--- config.mk ---
export PLATFORM = sky130hd
export DESIGN_NAME = chunk_serial_adder
export DESIGN_NICKNAME = d
export VERILOG_FILES = /design/src/rtl/chunk_serial_adder.sv
export SDC_FILE = /design/constraint.sdc
export NUM_CORES = 1
export LEC_CHECK = 0
export ABC_AREA = 1
export CAP_MARGIN = 20
export CORE_MARGIN = 2
export CORE_UTILIZATION = 55
export DETAILED_ROUTE_END_ITERATION = 7
export PLACE_DENSITY = 0.85
export SLEW_MARGIN = 30
export SYNTH_ARGS = -nofsm -noshare
export SYNTH_HDL_FRONTEND = slang
export SYNTH_SLANG_ARGS = --single-unit
--- constraint.sdc ---
create_clock -name clock -period 10.7 [get_ports clock]
set_clock_uncertainty 0.1 [all_clocks]
set_input_delay 1.07 -clock clock [delete_from_list [all_inputs] [get_ports clock]]
set_output_delay 1.07 -clock clock [all_outputs]
set_load 0.05 [all_outputs]
--- src/rtl/chunk_serial_adder.sv ---
`default_nettype none
// ============================================================================
// Module   : chunk_serial_adder
// Brief    : Multi-cycle two's-complement add/subtract. A WIDTH-bit operand
//            pair is summed CHUNK bits per cycle through one CHUNK-bit ripple
//            slice, and the carry is registered between chunks. Valid/ready
//            handshakes on both sides. Reports carry, signed overflow and
//            zero flags.
// Revision : 1.0 - initial release
// ============================================================================
module chunk_serial_adder #(
  parameter int WIDTH = 32,
  parameter int CHUNK = 8
) (
  input  logic             clock,
  input  logic             reset_n,
  input  logic             in_valid,
  output logic             in_ready,
  input  logic [WIDTH-1:0] data_a,
  input  logic [WIDTH-1:0] data_b,
  input  logic             sub,
  output logic             out_valid,
  input  logic             out_ready,
  output logic [WIDTH-1:0] result,
  output logic             carry_out,
  output logic             overflow,
  output logic             zero
);

  // WIDTH must be an integer multiple of CHUNK.
  localparam int NCH = WIDTH / CHUNK;
  // The counter is kept at least one bit wide so the single-chunk case stays legal.
  localparam int CW  = (NCH > 1) ? $clog2(NCH) : 1;
  localparam logic [CW-1:0] LAST_CNT = CW'(NCH - 1);

  localparam logic [1:0] S_IDLE = 2'd0;
  localparam logic [1:0] S_RUN  = 2'd1;
  localparam logic [1:0] S_DONE = 2'd2;

  logic [1:0]       state_q,     state_d;
  logic [WIDTH-1:0] a_q,         a_d;
  logic [WIDTH-1:0] b_q,         b_d;       // B already conditioned for subtract
  logic             carry_q,     carry_d;
  logic [CW-1:0]    count_q,     count_d;
  logic [WIDTH-1:0] result_q,    result_d;
  logic             carry_out_q, carry_out_d;
  logic             overflow_q,  overflow_d;
  logic             zero_q,      zero_d;

  logic [CHUNK-1:0] a_chunk;
  logic [CHUNK-1:0] b_chunk;
  logic [CHUNK:0]   chunk_sum;              // {carry, sum} of the current slice

  assign in_ready  = (state_q == S_IDLE);
  assign out_valid = (state_q == S_DONE);
  assign result    = result_q;
  assign carry_out = carry_out_q;
  assign overflow  = overflow_q;
  assign zero      = zero_q;

  // Select the operand chunk addressed by the counter and add it through the shared slice.
  always_comb begin
    a_chunk = '0;
    b_chunk = '0;
    for (int i = 0; i < NCH; i++) begin
      if (count_q == CW'(i)) begin
        a_chunk = a_q[i*CHUNK +: CHUNK];
        b_chunk = b_q[i*CHUNK +: CHUNK];
      end
    end
    chunk_sum = {1'b0, a_chunk} + {1'b0, b_chunk} + {{CHUNK{1'b0}}, carry_q};
  end

  // Next-state and datapath update for the IDLE -> RUN -> DONE sequence.
  always_comb begin
    state_d     = state_q;
    a_d         = a_q;
    b_d         = b_q;
    carry_d     = carry_q;
    count_d     = count_q;
    result_d    = result_q;
    carry_out_d = carry_out_q;
    overflow_d  = overflow_q;
    zero_d      = zero_q;

    case (state_q)
      S_IDLE: begin
        if (in_valid) begin
          // Subtract is A + ~B + 1: invert B here and seed the carry with sub.
          a_d     = data_a;
          b_d     = data_b ^ {WIDTH{sub}};
          carry_d = sub;
          count_d = '0;
          state_d = S_RUN;
        end
      end
      S_RUN: begin
        for (int i = 0; i < NCH; i++) begin
          if (count_q == CW'(i)) begin
            result_d[i*CHUNK +: CHUNK] = chunk_sum[CHUNK-1:0];
          end
        end
        carry_d = chunk_sum[CHUNK];
        if (count_q == LAST_CNT) begin
          // The final slice carries the MSB, so flags are resolved from it directly.
          carry_out_d = chunk_sum[CHUNK];
          overflow_d  = (a_q[WIDTH-1] == b_q[WIDTH-1]) &&
                        (chunk_sum[CHUNK-1] != a_q[WIDTH-1]);
          zero_d      = (result_d == '0);
          state_d     = S_DONE;
        end else begin
          count_d = count_q + 1'b1;
        end
      end
      S_DONE: begin
        if (out_ready) begin
          state_d = S_IDLE;
        end
      end
      default: begin
        state_d = S_IDLE;
      end
    endcase
  end

  // State and datapath registers; an asynchronous reset aborts any operation in flight.
  always_ff @(posedge clock or negedge reset_n) begin
    if (!reset_n) begin
      state_q     <= S_IDLE;
      a_q         <= '0;
      b_q         <= '0;
      carry_q     <= 1'b0;
      count_q     <= '0;
      result_q    <= '0;
      carry_out_q <= 1'b0;
      overflow_q  <= 1'b0;
      zero_q      <= 1'b0;
    end else begin
      state_q     <= state_d;
      a_q         <= a_d;
      b_q         <= b_d;
      carry_q     <= carry_d;
      count_q     <= count_d;
      result_q    <= result_d;
      carry_out_q <= carry_out_d;
      overflow_q  <= overflow_d;
      zero_q      <= zero_d;
    end
  end

endmodule
`default_nettype wire

==> impl_metrics.json, run 1 <==
{
  "area_delta_synth_final_pct": 23.01,
  "synth_top_area_share_pct": 46.93,
  "path_max_fanout": 16,
  "ant_nets": 0,
  "worstPathArrival_ps": 4450,
  "grt_max_degree": 99,
  "clock-root-buffer": "clkbuf_8",
  "syn_nets": 807,
  "holdPathEnd": "a_q[27]",
  "p_per_area_nw_per_um2": 373.1,
  "worst_path_max_delay_cell": "nor2_2",
  "grt_use_total_pct": 27.40,
  "hold_class": "register to register",
  "num_vias": 5056,
  "drc_errors": 0,
  "place_inst": 929,
  "outcome": "finished clean",
  "dieArea_um2": 10900,
  "vdd_drop_max_mv": 0.1583,
  "io_pins": 106,
  "fin_cells": 945,
  "synth_cells": 725,
  "worst_setup_path_start_kind": "register",
  "reg2reg_from": "count_q[0]",
  "max_freq_mhz": 236.9,
  "p_leak_nw": 3.264,
  "antenna_found_initial": 0,
  "synth_seq_area_share_pct": 46.93,
  "die_x_um": 104.4,
  "period_minus_slack_ps": 4222,
  "r2r_end": "zero",
  "crit_chain": "inv_1, ha_1, inv_1, nor2_2, a221oi_1, o31ai_1, fa_1, fa_1, nand2_1, o21ai_0, nor2_1, nand3_1, nor2_1, nand3_1, nor2_1, nand2_1, nor2_1, nand2_1, nand2_1",
  "fin_setup_tns_ps": 0,
  "slew_headroom_pct": 36.50,
  "hpwl_mm": 10.50,
  "hp-start": "a_q[27]",
  "core_um2": 9774,
  "drt_iter0_drc": 368,
  "cts_max_level": 3,
  "synthTopCellsByArea": "dfrtp_1 (47%), nand2_1 (19%), o21ai_0 (5.7%), xnor2_1 (5.1%), nor2_1 (3.5%)",
  "syn_area_um2": 5545,
  "synth.distinct_cells": 27,
  "cap_violations": 0,
  "portBuffers": 105,
  "ys_warn_count": 0,
  "initial_utilization_pct": 56.73,
  "cts_tree": "done",
  "hold_violations": 0,
  "multi_input_area_um2": 2668,
  "setup_viol_count_final": 0,
  "reg2reg_slack_ps": 6480,
  "antenna_cells": 0,
  "finalNetCount": 889,
  "slew_viol_final": 0,
  "grt_pass1_wl_mm": 23.91,
  "ys_ff_latch": 104,
  "min_delay_path_depth": 2,
  "viasPerCell": 5.350,
  "postCtsHoldBufs": 0,
  "period_share_pct": 39.46,
  "die_h_um": 104.4,
  "worstSetupPathType": "register to register",
  "path_clk_slew_ps": 100,
  "gp_congestion": 0.8945,
  "drive_above_1_share_pct": 5.419,
  "post_cts_resize_count": 0,
  "synth-xor-area-share_pct": 5.054,
  "crit_required_ps": 10920,
  "synthMuxAreaShare_pct": 0,
  "end_kind": "register",
  "clock_latency_ps": 380,
  "drt_pass1_iterations": 5,
  "synth-simple-area-share_pct": 27.39,
  "synth_compound_area_share_pct": 12.32,
  "drt_wl_total_mm": 14.45,
  "clock_path_buffers": 2,
  "grt_pass1_vias": 4842,
  "routedWlPerCell_um": 15.29,
  "rows": 36,
  "clock_sinks": 104,
  "register_area_um2": 2603,
  "synth_top_family_by_area": "simple AND/OR/NAND/NOR gates",
  "synth_adder_area_share_pct": 3.204,
  "cts_setup_buffers": 0,
  "yosys.area.top_type": "dfrtp_1",
  "syn_avg_cell_area_um2": 7.649,
  "tightest_slew_ps": 946.6,
  "max_stage_delay_ps": 570,
  "grt-ovfl-total": 0,
  "rsz0062_at_grt": "false",
  "numCtsBuffers": 9,
  "rr_worst_depth": 19,
  "fillers": 840
}
-- per-stage QoR --
step	instance area [µm²]	setup WS, ps	utilization, %	total power [mW]	hold slack (ps)
floorplan	5545	7324	-	1.836	343.6
global placement	6635	6351	67.88	2.250	363.8
detailed placement	6638	6515	67.91	2.294	366.5
CTS	6822	6510	69.79	2.533	395.4
global route	6822	6076	69.79	2.747	410.8
finish	6822	6478	69.79	2.545	395.0
-- Yosys cell counts --
| cell type | instances |
|---|---|
| nand3_2 | 2 |
| clkinv_1 | 1 |
| inv_1 | 30 |
| nand2_2 | 8 |
| or2_2 | 6 |
| o21bai_1 | 1 |
| dfrtp_1 | 104 |
| a21oi_4 | 1 |
| a21oi_1 | 35 |
| buf_2 | 12 |
| o21ai_1 | 3 |
| clkbuf_2 | 1 |
| o31ai_1 | 3 |
| nor2_1 | 52 |
| a31oi_1 | 11 |
| a22oi_1 | 6 |
| ha_1 | 11 |
| nand2_1 | 278 |
| clkbuf_1 | 21 |
| nand3_1 | 33 |
| fa_1 | 2 |
| buf_1 | 5 |
| xnor2_1 | 32 |
| inv_2 | 1 |
| and2_2 | 1 |
| o21ai_0 | 63 |
| a221oi_1 | 2 |
-- kinds of logic (layout without fill, tap and decap cells) --
group,after synthesis,after routing
xor+xnor,32,32
flops,104,104
compound gates,125,125
buf+inv,71,158
fa+ha+maj,13,13
simple gates,380,380
-- report_power, final --
part | switching (mW) | internal, mW | total (mW)
Clock | 0.132 | 0.103 | 0.235
Combinational | 1.08 | 0.525 | 1.60
Sequential | 0.130 | 0.579 | 0.709
Total | 1.34 | 1.21 | 2.55
-- worst max-delay path, delay by kind of cell (launching register included) --
kind	cells	cell delay, ps
buffers and inverters	2	310
AOI/OAI and AO/OA	3	660
DFF	1	410
and+or+nand+nor	11	1420
adders and majority gates	3	1250
-- worst max-delay path by stage --
| stage | startpoint | end | slack, ps |
|---|---|---|---|
| floorplan | count_q[1] | zero | 7320 |
| finish | count_q[0] | zero | 6480 |
| global placement | count_q[0] | zero | 6350 |
| global route | count_q[0] | zero | 6080 |
| detailed placement | count_q[0] | zero | 6520 |
| CTS | count_q[0] | zero | 6510 |
-- layer usage --
| metal | GRT usage, % | routed length (µm) | vias up | part of all wire [%] |
|---|---|---|---|---|
| met2 | 44.82 | 6940 | 204 | 48 |
| met1 | 37.56 | 6452 | 2350 | 45 |
| li1 | - | - | 2483 | - |
| met3 | 2.882 | 814 | 19 | 5.6 |
| met5 | 0 | 0 | - | 0 |
| met4 | 10.81 | 240 | 0 | 1.7 |
-- flip-flops by register name, indices dropped and copies added (netlist names) --
signal and flops:
a_q 32, b_q 32, carry_out 1, carry_q 1, count_q 2, overflow 1, result 32, state_q 2
zero 1
-- cell usage in the layout (no fill, tap or decap), drive strengths merged --
cell             n
nor2            52
clkdlybuf4s50  103
dfrtp          104
nand2          286
clkinv           4
o21ai           66
fa               2
clkbuf          13
a21oi           36
a22oi            6
o21bai           1
or2              6
and2             1
a221oi           2
nand3           35
inv             31
ha              11
buf              7
a31oi           11
o31ai            3
xnor2           32
-- layout make-up --
cell class | instances | area share, %
inverters | 32 | 1.761
clock inverters | 3 | 0.2201
well taps | 133 | 2.439
clock buffers | 13 | 2.476
multi-input cells | 550 | 39.10
flip-flops and latches | 104 | 38.15
repair buffers | 110 | 15.85
Note: power is estimated with default switching activity, not from simulation.
==> run 2, diff against run 1 <==
CORE_UTILIZATION = 53   (was 55)
PLACE_DENSITY = 0.82   (was 0.85)
clock period = 4.1 ns   (was 10.7 ns; I/O delays follow)
==> run 2 against run 1 <==
  * Fmax is 19% higher
  * Final cell count is 1.4% higher
  * Critical path depth is 1 lower
  * Routed wire length is 3.1% lower
  * Sequential share of layout area is 0.46 points lower
  * Worst setup slack worse by 5900 ps
  * Clock power grew to 2.7 times the previous value
  * Cell area is 1.2% higher
  * Total power grew to 2.6 times the previous value
  * Utilization is 2.3 points lower
  * Sequential cell count stayed put
  * Critical endpoint unchanged
  * Highest routed layer unchanged
==> impl_metrics.json, run 2 (synthesized netlist as in run 1, its figures left out) <==
{
  "post-route-util_pct": 67.49,
  "drive_above_1_share_pct": 6.569,
  "core_um2": 10230,
  "crit_chain": "inv_1, ha_1, buf_4, a221oi_1, o31ai_1, fa_1, fa_1, nand2_2, nand2_1, nand3_1, nand3_1, nand3_1, nand2_1, nor2_1, nand2_1, nor2_1, nand2_1, nand2_1",
  "reg2reg_slack_ps": 540,
  "clock_path_buffers": 2,
  "cts_setup_buffers": 0,
  "clock_sinks": 104,
  "hold_class": "input port to asynchronous set/reset pin",
  "hold_violations": 0,
  "hold-worst-slack_ps": 382.2,
  "slew_viol_final": 0,
  "grt_max_degree": 98,
  "portBuffers": 105,
  "power.share.clock_pct": 9.4,
  "seq_power_share_pct": 28.0,
  "max_freq_mhz": 280.8,
  "rows": 37,
  "period_share_pct": 86.87,
  "cts_max_level": 3,
  "power_frac_comb_pct": 62.6,
  "swShare_pct": 52.02,
  "crit_required_ps": 4320,
  "dieArea_um2": 11300,
  "startpoint": "count_q[1]",
  "drt_iter0_drc": 313,
  "end_kind": "register",
  "drt_wl_total_mm": 14.01,
  "ant_nets": 0,
  "final_common_cell": "nand2_1",
  "reg2reg_from": "count_q[1]",
  "area_delta_synth_final_pct": 24.53,
  "crit_end": "zero",
  "slew_headroom_pct": 40.82,
  "grt-ovfl-total": 0,
  "clock_latency_ps": 370,
  "antenna_found_initial": 0,
  "die_h_um": 106.3,
  "hpwl_mm": 10.53,
  "p_per_area_nw_per_um2": 967.2,
  "grt_pass1_wl_mm": 22.99,
  "routedWlPerCell_um": 14.62,
  "numCtsBuffers": 9,
  "worst_path_max_delay_cell": "fa_1",
  "rr_worst_depth": 18,
  "cap_violations": 0,
  "max_stage_delay_ps": 450,
  "viasPerCell": 5.260,
  "path_buf_inv": 2,
  "path_clk_slew_ps": 100,
  "final_cell_mix": "nand2_1 (277), dfrtp_1 (104), clkdlybuf4s50_1 (103)",
  "cpLargestDelayFamily": "simple AND/OR/NAND/NOR gates",
  "period_minus_slack_ps": 3562,
  "clock-root-buffer": "clkbuf_8",
  "p_int_mw": 3.205,
  "drt_pass1_iterations": 5,
  "worstPathArrival_ps": 3780,
  "fin_setup_tns_ps": 0,
  "crit_top_cell": "nand2_1",
  "crit_cells": 18,
  "setup_viol_count_final": 0,
  "cts_tree": "done",
  "r2r_end": "zero",
  "worstSetupPathType": "register to register",
  "tightest_slew_ps": 887.8,
  "drc_errors": 0,
  "antenna_cells": 0,
  "path_max_fanout": 16,
  "p_leak_nw": 3.312,
  "worst_setup_path_start_kind": "register",
  "rsz0062_at_grt": "false",
  "outcome": "finished clean",
  "gp_congestion": 0.9298,
  "grt_pass1_vias": 4803,
  "die_x_um": 106.3,
  "num_vias": 5039,
  "p_sw_mw": 3.474,
  "vdd_drop_max_mv": 0.4386,
  "finalNetCount": 899,
  "io_pins": 106,
  "initial_utilization_pct": 54.20,
  "grt_use_total_pct": 25.93
}
-- run 2: cell count changes in the layout (fill, tap and decap cells not counted) --
cell,change
buf_4,+9
bufinv_16,+1
clkbuf_1,-1
clkbuf_8,-3
clkinv_2,+2
clkinvlp_4,+1
dlygate4sd3_1,+1
-- run 2: metal layers --
layer,GRT usage (%),wire [µm],vias up
met1,35.16,6264,2335
met2,42.95,6721,186
met5,0,0,-
met3,3.372,756,21
met4,9.211,263,0
li1,-,-,2497
-- run 2: power by group through the flow --
stage | logic, mW | clock network [mW] | registers, mW
CTS | 4.15 | 0.636 | 1.87
global placement | 4.04 | 0 | 1.87
floorplan | 2.52 | 0 | 2.27
finish | 4.18 | 0.627 | 1.87
global route | 4.64 | 0.680 | 1.93
detailed placement | 4.14 | 0 | 1.88
-- run 2: timing repair --
action                     4_1_cts  5_1_grt
hold endpoints to repair        22        0
resized for setup                0        1
setup endpoints to repair        0        1
hold buffers                     1        0
-- run 2: cell type report --
cell class | count | area [µm²]
fill | 858 | 3326
multi-input combinational | 550 | 2668
sequential | 104 | 2603
timing repair buffer | 120 | 1159
tap | 136 | 170.2
clock buffer | 9 | 123.9
inverter | 32 | 120.1
clock inverter | 7 | 62.56
-- run 2: worst min-delay path by stage --
stage,to,depth (start not counted),startpoint,slack (ps)
after floorplan,a_q[0],0,reset_n,10
after global placement,result[16],1,reset_n,210
after detailed placement,result[9],1,reset_n,220
after CTS,result[9],2,reset_n,370
after global routing,result[16],2,reset_n,410
final,result[9],2,reset_n,380
-- run 2: worst register-to-register path, cell delays in order (launching register included) --
cell      delay, ps
dfrtp_1         380
inv_1            80
ha_1            220
buf_4           210
a221oi_1        290
o31ai_1         140
fa_1            460
fa_1            450
nand2_2         110
nand2_1          90
nand3_1         100
nand3_1         180
nand3_1         210
nand2_1          70
nor2_1          140
nand2_1          70
nor2_1           90
nand2_1          60
nand2_1          50
-- run 2: metrics by stage --
stage	area (µm²)	power [mW]	cells	setup slack, ps
final	6905	6.679	958	538.5
after global routing	6905	7.250	958	57.39
after CTS	6903	6.656	958	370.1
after detailed placement	6706	6.019	941	407.4
after global placement	6706	5.907	941	399.2
after floorplan	5545	4.791	725	724.3
==> run 3, diff against run 2 <==
CELL_PAD_IN_SITES_DETAIL_PLACEMENT = 1   (was unset)
CELL_PAD_IN_SITES_GLOBAL_PLACEMENT = 1   (was unset)
CORE_UTILIZATION = 38   (was 53)
PLACE_DENSITY = 0.81   (was 0.82)
==> run 3 against run 2 <==
  * Fmax down 5.4%
  * Register-to-register slack got worse by 200 ps
  * Sequential power hardly changed
  * Total power rose by 6.5%
  * Cell area increased by 2.4%
  * Global-route usage down 3.9 points
  * Combinational power grew 4%
  * Non-clock buffer count down 1
  * Worst setup slack got worse by 200 ps
  * Clock power grew 41%
  * Critical endpoint unchanged
  * Largest power group unchanged
==> impl_metrics.json, run 3 (synthesized netlist as in run 1, its figures left out) <==
{
  "outcome": "finished clean",
  "ant_nets": 0,
  "final_common_cell": "nand2_1",
  "die_h_um": 124.8,
  "drc_errors": 0,
  "cts_setup_buffers": 0,
  "rows": 44,
  "crit_top_cell": "nand2_1",
  "reg2reg_slack_ps": 330,
  "antenna_found_initial": 0,
  "clock_sinks": 104,
  "finalNetCount": 898,
  "clock_path_buffers": 2,
  "p_int_mw": 3.443,
  "r2r_end": "zero",
  "path_buf_inv": 2,
  "drt_wl_total_mm": 16.69,
  "area_delta_synth_final_pct": 27.57,
  "clock_latency_ps": 350,
  "tightest_slew_ps": 866.2,
  "gp_congestion": 0.8456,
  "period_minus_slack_ps": 3766,
  "drive_above_1_share_pct": 6.456,
  "seq_power_share_pct": 26.4,
  "end_kind": "register",
  "rsz0062_at_grt": "false",
  "clock-root-buffer": "clkbuf_16",
  "final.setup.worst_slack_ps": 334.2,
  "fin_setup_tns_ps": 0,
  "max_freq_mhz": 265.5,
  "grt_use_total_pct": 22.08,
  "rr_worst_depth": 19,
  "p_per_area_nw_per_um2": 1006,
  "cap_violations": 0,
  "grt-ovfl-total": 0,
  "portBuffers": 105,
  "dieArea_um2": 15580,
  "cts_tree": "done",
  "path_max_fanout": 4,
  "swShare_pct": 51.61,
  "grt_pass1_vias": 5467,
  "power_frac_comb_pct": 61.2,
  "numCtsBuffers": 9,
  "viasPerCell": 5.117,
  "slew_viol_final": 0,
  "initial_utilization_pct": 38.59,
  "cts_max_level": 3,
  "hpwl_mm": 12.51,
  "core_um2": 14370,
  "hold_violations": 0,
  "num_vias": 5143,
  "hold-worst-slack_ps": 380.9,
  "p_sw_mw": 3.673,
  "grt_max_degree": 98,
  "worst_setup_path_start_kind": "register",
  "grt_pass1_wl_mm": 27.74,
  "drt_iter0_drc": 272,
  "place_ws_ps": 392.5,
  "io_pins": 106,
  "cpLargestDelayFamily": "simple AND/OR/NAND/NOR gates",
  "min_delay_path_depth": 2,
  "worstPathArrival_ps": 3960,
  "power.share.clock_pct": 12.4,
  "die_x_um": 124.8,
  "drt_pass1_iterations": 4,
  "slew_headroom_pct": 42.25,
  "final_cell_mix": "nand2_1 (277), dfrtp_1 (104), clkdlybuf4s50_1 (103)",
  "period_share_pct": 91.85,
  "p_total_mw": 7.116,
  "hold_class": "register to register",
  "antenna_cells": 0,
  "reg2reg_from": "count_q[0]",
  "crit_chain": "inv_1, ha_1, inv_1, nor2_2, a221oi_1, o31ai_1, fa_1, fa_1, nand2_2, nand2_1, nand3_1, nand3_1, nand2_1, o21ai_1, nor2_1, nand2_1, nor2_1, nand2_1, nand2_1",
  "worst_path_max_delay_cell": "fa_1",
  "max_stage_delay_ps": 470,
  "path_clk_slew_ps": 70,
  "holdPathEnd": "a_q[20]",
  "vdd_drop_max_mv": 0.3448,
  "post-route-util_pct": 49.23,
  "routedWlPerCell_um": 16.60,
  "worstSetupPathType": "register to register",
  "hp-start": "a_q[20]",
  "setup_viol_count_final": 0,
  "crit_required_ps": 4290,
  "p_leak_nw": 3.360
}
==> run 3: cell types whose count changed in the layout (fill, tap and decap cells not counted), sizes merged <==
cell,previous run,this run
clkinv,6,2
clkbuf,9,13
inv,31,32
clkinvlp,1,0
buf,16,15
==> run 3: cell type report <==
class	instances	area (µm²)
sequential	104	2603
clock inverter	3	40.04
clock buffer	13	260.3
tap	184	230.2
fill	1773	7295
inverter	32	120.1
timing repair buffer	119	1151
multi-input combinational	550	2670
==> run 3: what timing repair did <==
action | in CTS | in global routing
hold buffers | 1 | 0
setup endpoints to repair | 0 | 1
endpoints found under the hold margin | 29 | 0
gates resized for setup | 0 | 2
==> run 3: through the flow <==
step	cell area (µm²)	std cells
2_1_floorplan	5545	725
3_3_place_gp	6759	988
3_5_place_dp	6759	988
4_1_cts	7069	1005
5_1_grt	7074	1005
6_report	7074	1005
==> run 3: per-layer routing <==
| layer | wire [µm] | track usage [%] | vias to the layer above |
|---|---|---|---|
| met5 | 0 | 0 | - |
| met4 | 410 | 8.328 | 0 |
| met3 | 521 | 2.277 | 26 |
| met2 | 8247 | 38.19 | 122 |
| met1 | 7508 | 28.58 | 2489 |
| li1 | - | - | 2506 |
==> run 3: tightest hold or removal path, stage by stage, from the launching register on <==
cell and delay, ps:
dfrtp_1 340, nand2_1 60, nand2_1 60
==> run 3: worst max-delay path by stage <==
| stage | start | endpoint | slack (ps) | cells past startpoint |
|---|---|---|---|---|
| detailed placement | count_q[0] | zero | 390 | 21 |
| global placement | count_q[0] | zero | 480 | 21 |
| floorplan | count_q[1] | zero | 720 | 21 |
| CTS | count_q[0] | zero | 350 | 21 |
| global route | count_q[0] | zero | 30 | 21 |
| finish | count_q[0] | zero | 330 | 19 |
==> run 3: power groups by stage <==
stage | Combinational [mW] | Sequential, mW | Clock [mW]
5_1_grt | 4.84 | 1.94 | 0.926
6_report | 4.35 | 1.88 | 0.883
3_5_place_dp | 4.32 | 1.89 | 0
3_3_place_gp | 4.12 | 1.87 | 0
2_1_floorplan | 2.52 | 2.27 | 0
4_1_cts | 4.35 | 1.88 | 0.896
